$ cat src/rtl/instr_encoder_loader.sv
// Program loader for the single-cycle CPU's instruction memory.
// Takes decoded instruction fields over valid/ready and encodes them into an
// RV32I word. Words are written to consecutive memory slots until memory is full.
// Each bundle takes three cycles: IDLE accepts it, ENC builds the word and
// checks legality, and WRITE commits it. The write strobe is registered, so
// mem_we_o rises two cycles after the acceptance edge.

module instr_encoder_loader #(
   parameter int ADDR_W = 8
) (
   input  logic              clk_i,
   input  logic              rst_i,
   input  logic              clear_i,
   input  logic              valid_i,
   output logic              ready_o,
   input  logic [2:0]        class_i,
   input  logic [2:0]        funct3_i,
   input  logic              alt_i,
   input  logic [4:0]        rd_i,
   input  logic [4:0]        rs1_i,
   input  logic [4:0]        rs2_i,
   input  logic [12:0]       imm_i,
   output logic              mem_we_o,
   output logic [ADDR_W-1:0] mem_addr_o,
   output logic [31:0]       mem_wdata_o,
   output logic              err_o,
   output logic              full_o,
   output logic [ADDR_W:0]   count_o
);

   typedef enum logic [1:0] {
      ST_IDLE  = 2'd0,
      ST_ENC   = 2'd1,
      ST_WRITE = 2'd2,
      ST_FULL  = 2'd3
   } state_t;

   localparam logic [ADDR_W-1:0] PTR_ONE = {{(ADDR_W-1){1'b0}}, 1'b1};
   localparam logic [ADDR_W-1:0] PTR_MAX = {ADDR_W{1'b1}};
   localparam logic [ADDR_W:0]   CNT_ONE = {{ADDR_W{1'b0}}, 1'b1};

   // Format classes: 0=R, 1=I-ALU, 2=LD, 3=S, 4=B.
   function automatic logic [31:0] encode(
      input logic [2:0]  cls,
      input logic [2:0]  f3,
      input logic        alt,
      input logic [4:0]  rd,
      input logic [4:0]  rs1,
      input logic [4:0]  rs2,
      input logic [12:0] imm
   );
      logic [31:0] w;
      w = 32'd0;
      case (cls)
         3'd0:    w = {1'b0, alt, 5'b00000, rs2, rs1, f3, rd, 7'b0110011};
         3'd1:    w = {imm[11:0], rs1, f3, rd, 7'b0010011};
         3'd2:    w = {imm[11:0], rs1, f3, rd, 7'b0000011};
         3'd3:    w = {imm[11:5], rs2, rs1, f3, imm[4:0], 7'b0100011};
         3'd4:    w = {imm[12], imm[10:5], rs2, rs1, f3, imm[4:1], imm[11], 7'b1100011};
         default: w = 32'd0;
      endcase
      return w;
   endfunction

   // Classes 5-7 do not exist. A branch offset must be even.
   function automatic logic is_illegal(input logic [2:0] cls, input logic imm0);
      return (cls > 3'd4) || ((cls == 3'd4) && imm0);
   endfunction

   state_t            state_q, state_d;
   logic [2:0]        cls_q, cls_d;
   logic [2:0]        f3_q, f3_d;
   logic              alt_q, alt_d;
   logic [4:0]        rd_q, rd_d;
   logic [4:0]        rs1_q, rs1_d;
   logic [4:0]        rs2_q, rs2_d;
   logic [12:0]       imm_q, imm_d;
   logic [31:0]       word_q, word_d;
   logic [ADDR_W-1:0] ptr_q, ptr_d;
   logic [ADDR_W:0]   count_q, count_d;
   logic              full_q, full_d;
   logic              mem_we_q, mem_we_d;
   logic [ADDR_W-1:0] mem_addr_q, mem_addr_d;
   logic [31:0]       mem_wdata_q, mem_wdata_d;
   logic              err_q, err_d;

   assign ready_o     = (state_q == ST_IDLE) && !rst_i && !clear_i;
   assign mem_we_o    = mem_we_q;
   assign mem_addr_o  = mem_addr_q;
   assign mem_wdata_o = mem_wdata_q;
   assign err_o       = err_q;
   assign full_o      = full_q;
   assign count_o     = count_q;

   // Next-state and output logic; clear_i overrides every other event.
   always_comb begin
      state_d     = state_q;
      cls_d       = cls_q;
      f3_d        = f3_q;
      alt_d       = alt_q;
      rd_d        = rd_q;
      rs1_d       = rs1_q;
      rs2_d       = rs2_q;
      imm_d       = imm_q;
      word_d      = word_q;
      ptr_d       = ptr_q;
      count_d     = count_q;
      full_d      = full_q;
      mem_we_d    = 1'b0;
      mem_addr_d  = mem_addr_q;
      mem_wdata_d = mem_wdata_q;
      err_d       = 1'b0;

      case (state_q)
         ST_IDLE: begin
            if (valid_i && ready_o) begin
               cls_d   = class_i;
               f3_d    = funct3_i;
               alt_d   = alt_i;
               rd_d    = rd_i;
               rs1_d   = rs1_i;
               rs2_d   = rs2_i;
               imm_d   = imm_i;
               state_d = ST_ENC;
            end else begin
               state_d = ST_IDLE;
            end
         end
         ST_ENC: begin
            word_d = encode(cls_q, f3_q, alt_q, rd_q, rs1_q, rs2_q, imm_q);
            if (is_illegal(cls_q, imm_q[0])) begin
               err_d   = 1'b1;
               state_d = ST_IDLE;
            end else begin
               state_d = ST_WRITE;
            end
         end
         ST_WRITE: begin
            mem_we_d    = 1'b1;
            mem_addr_d  = ptr_q;
            mem_wdata_d = word_q;
            count_d     = count_q + CNT_ONE;
            // The pointer parks on the last slot; only clear_i reopens memory.
            if (ptr_q == PTR_MAX) begin
               full_d  = 1'b1;
               state_d = ST_FULL;
            end else begin
               ptr_d   = ptr_q + PTR_ONE;
               state_d = ST_IDLE;
            end
         end
         ST_FULL: begin
            state_d = ST_FULL;
         end
         default: begin
            state_d = ST_IDLE;
         end
      endcase

      if (clear_i) begin
         state_d     = ST_IDLE;
         ptr_d       = {ADDR_W{1'b0}};
         count_d     = {(ADDR_W+1){1'b0}};
         full_d      = 1'b0;
         mem_we_d    = 1'b0;
         err_d       = 1'b0;
         mem_addr_d  = {ADDR_W{1'b0}};
         mem_wdata_d = 32'd0;
      end else begin
         state_d = state_d;
      end
   end

   // State and output registers with synchronous reset.
   always_ff @(posedge clk_i) begin
      if (rst_i) begin
         state_q     <= ST_IDLE;
         cls_q       <= 3'd0;
         f3_q        <= 3'd0;
         alt_q       <= 1'b0;
         rd_q        <= 5'd0;
         rs1_q       <= 5'd0;
         rs2_q       <= 5'd0;
         imm_q       <= 13'd0;
         word_q      <= 32'd0;
         ptr_q       <= {ADDR_W{1'b0}};
         count_q     <= {(ADDR_W+1){1'b0}};
         full_q      <= 1'b0;
         mem_we_q    <= 1'b0;
         mem_addr_q  <= {ADDR_W{1'b0}};
         mem_wdata_q <= 32'd0;
         err_q       <= 1'b0;
      end else begin
         state_q     <= state_d;
         cls_q       <= cls_d;
         f3_q        <= f3_d;
         alt_q       <= alt_d;
         rd_q        <= rd_d;
         rs1_q       <= rs1_d;
         rs2_q       <= rs2_d;
         imm_q       <= imm_d;
         word_q      <= word_d;
         ptr_q       <= ptr_d;
         count_q     <= count_d;
         full_q      <= full_d;
         mem_we_q    <= mem_we_d;
         mem_addr_q  <= mem_addr_d;
         mem_wdata_q <= mem_wdata_d;
         err_q       <= err_d;
      end
   end

endmodule

$ cat config.mk
export PLATFORM = sky130hd
export DESIGN_NAME = instr_encoder_loader
export DESIGN_NICKNAME = d
export VERILOG_FILES = /design/src/rtl/instr_encoder_loader.sv
export SDC_FILE = /design/constraint.sdc
export NUM_CORES = 1
export LEC_CHECK = 0
export ABC_AREA = 1
export CAP_MARGIN = 15
export CORE_AREA = 2 2 105 107
export DETAILED_ROUTE_END_ITERATION = 10
export DIE_AREA = 0 0 107 109
export GPL_ROUTABILITY_DRIVEN = 0
export PLACE_DENSITY = 0.72
export SETUP_SLACK_MARGIN = 0.05
export SLEW_MARGIN = 20
export SYNTH_ARGS = -nofsm -noshare
export SYNTH_HDL_FRONTEND = slang
export SYNTH_SLANG_ARGS = --single-unit
$ cat constraint.sdc
create_clock -name clk_i -period 1.34 [get_ports clk_i]
set_input_delay 0.134 -clock clk_i [delete_from_list [all_inputs] [get_ports clk_i]]
set_output_delay 0.134 -clock clk_i [all_outputs]
set_load 0.01 [all_outputs]
==> flow_summary.json <==
{
  "ios": 92,
  "reg2reg_slack_ns": 0.09,
  "powerDensity_nw_per_um2": 1300,
  "wirelength_um": 11300,
  "vias_per_cell": 4.96,
  "fin_ws_ns": 0.0432,
  "synth_edf_count": 0,
  "cts_tree": "yes",
  "slowest_stage": "dfxtp_2",
  "outcome": "completed",
  "crit_fanout": 4,
  "antenna_found_initial": 0,
  "ys_ff_latch": 123,
  "min_path_type": "in -> reg",
  "clk_latency_ns": 0.52,
  "total_power_mw": 8.63,
  "timing_hold_violations_final": 0,
  "final_util_pct": 62.4,
  "dieArea_um2": 11700,
  "crit_arrival_ns": 1.16,
  "clock-sinks": 123,
  "grt_max_degree": 54,
  "fin_crit_sh_pct": 96.8,
  "max_stage_delay_ns": 0.35,
  "ant_nets": 0,
  "path_class": "reg -> out",
  "rows": 38,
  "maxCapViolCount": 0,
  "nets": 786,
  "fin_area_um2": 6620,
  "area_growth_pct": 36.3,
  "cts_max_level": 4,
  "drcViolationCount": 0,
  "hold_buffers": 0,
  "cts_root_buf": "clkbuf_8",
  "path_cells": "nor3_2, buf_2",
  "cts.clk_slew.worst_paths_ns": 0.06,
  "postSynth.asyncResetShare_pct": 0,
  "netlist_area_um2": 4850,
  "setup.worst_path.end_class": "primary output",
  "grt_use_total_pct": 20.4,
  "skew_ns": 0.00683,
  "grt_pass1_wl_um": 18900,
  "synthDominantCellAreaShare_pct": 50.7,
  "num_vias": 4450,
  "ir_drop_v": 0.000708,
  "synth.avg_cell_area_um2": 7.57,
  "numCtsBuffers": 17,
  "path_delay_family": "flip-flops",
  "total_leakage_power_nw": 2.53,
  "synth_most_common_cell": "dfxtp_1",
  "drv_slew": 0,
  "drive_above_1_share_pct": 17.0,
  "post_dp_cell_area_um2": 5980,
  "drt-initial-drc-count": 172,
  "fmax_mhz": 771,
  "grt_pass1_vias": 4306,
  "synthDistinctLibCells": 30,
  "clock_path_buffers": 2,
  "io_buffers": 89,
  "fp.dieW_um": 107,
  "cp.required_ns": 1.21,
  "hpwl_um": 7850,
  "yosysTopAreaCell": "dfxtp_1",
  "core_area_um2": 10600,
  "place_ws_ns": -0.252,
  "dr.pass1.iters": 5,
  "cp_num_buf_inv": 1,
  "seq_area_frac_synth_pct": 50.7,
  "yosys-top-cells-count": "dfxtp_1 (123), nand2_1 (110), nor2_1 (83)",
  "insertedDiodeCount": 0,
  "yosys_warnings": 0,
  "initial_core_util_pct": 45.8,
  "worstSetupStartpointType": "flop",
  "ys.flop_type": "dfxtp_1",
  "overflow": 0,
  "period_minus_slack_ns": 1.30,
  "die_h_um": 109,
  "wire_per_inst_um": 12.5,
  "grt_setup_unrepaired": "true",
  "postSynthCellCount": 641,
  "finalSetupViolCount": 0,
  "yosys-top-cells-area": "dfxtp_1 (51%), nand2_1 (8.5%), a21oi_1 (8.2%)"
}
==> layer usage <==
layer,vias to the layer above,GRT usage (%),share of wire (%)
met2,110,34.2,48
met5,-,0,0
met3,19,5.14,4.2
met1,2029,24.6,46
li1,2292,-,-
met4,0,9.83,1.7
==> cells by family (layout without fill, tap and decap cells) <==
kind of cell    count (synthesis)  count (layout)  synth area share [%]
buf+inv                       103             219                  9.67
fa+ha+maj                       2               2                 0.516
simple gates                  250             250                  21.8
other cells                     1               2                0.0773
flops                         123             123                  50.7
compound gates                162             162                  17.2
==> cells in the final DEF (no fill, tap or decap), drive strengths merged <==
| master | instances |
|---|---|
| dfxtp | 123 |
| nand2 | 113 |
| nor2 | 85 |
| a21oi | 81 |
| o21ai | 76 |
| inv | 62 |
| clkdlybuf4s50 | 38 |
| nand3 | 37 |
| buf | 37 |
| clkbuf | 32 |
| clkdlybuf4s15 | 28 |
| nand4 | 11 |
| clkinvlp | 8 |
| dlygate4sd2 | 8 |
| nor3 | 4 |
| clkinv | 4 |
| a31oi | 2 |
| conb | 2 |
| bufinv | 2 |
| ha | 2 |
| a211oi | 1 |
| o21a | 1 |
| o21bai | 1 |
==> sequential cells by signal, indices dropped and copies added, names as in the netlist <==
signal / count
alt_q: 1
ptr_q: 8
count_o: 9
imm_q: 13
mem_we_o: 1
word_q: 29
full_o: 1
err_o: 1
rs1_q: 5
rd_q: 5
rs2_q: 5
f3_q: 3
cls_q: 3
mem_wdata_o: 29
mem_addr_o: 8
state_q: 2
==> power by group <==
group | internal [mW] | switching, mW | leakage, nW | total [mW]
Combinational | 0.251 | 0.290 | 1.27 | 0.540
Clock | 2.64 | 1.66 | 0.255 | 4.30
Sequential | 3.73 | 0.0524 | 1.00 | 3.79
Total | 6.63 | 2.00 | 2.53 | 8.63
==> tightest hold or removal path, delay by kind of cell <==
kind / cells / cell delay (ns)
buf+inv: 1 / 0.39
compound gates: 2 / 0.19
==> final timing paths <==
path / start / to / cells after the start
max: state_q[0] / ready_o / 2
min: class_i[0] / cls_q[0] / 3
max reg2reg: state_q[1] / word_q[6] / 5
min reg2reg: imm_q[7] / imm_q[7] / 2
==> through the flow <==
step,hold slack [ns],TNS (ns),cells
2_1_floorplan,0.308,0,642
3_3_place_gp,0.433,-12.78,862
3_5_place_dp,0.438,-14.79,862
4_1_cts,0.213,-0.00844,895
5_1_grt,0.236,-0.0249,898
6_report,0.223,0,898
==> timing repair <==
action | CTS | global route
endpoints found under the setup margin | 93 | 92
resized for setup | 95 | 68
buffers inserted | 1 | 3
pin swaps | 2 | 8
==> area by class of cell <==
| cell class | instances | area [um^2] |
|---|---|---|
| multi-input combinational | 416 | 2000 |
| tap | 140 | 175 |
| fill | 925 | 3990 |
| sequential | 123 | 2480 |
| clock inverter | 14 | 149 |
| timing repair buffer | 125 | 1150 |
| inverter | 62 | 244 |
| clock buffer | 18 | 418 |
(Power assumes the default switching activity.)
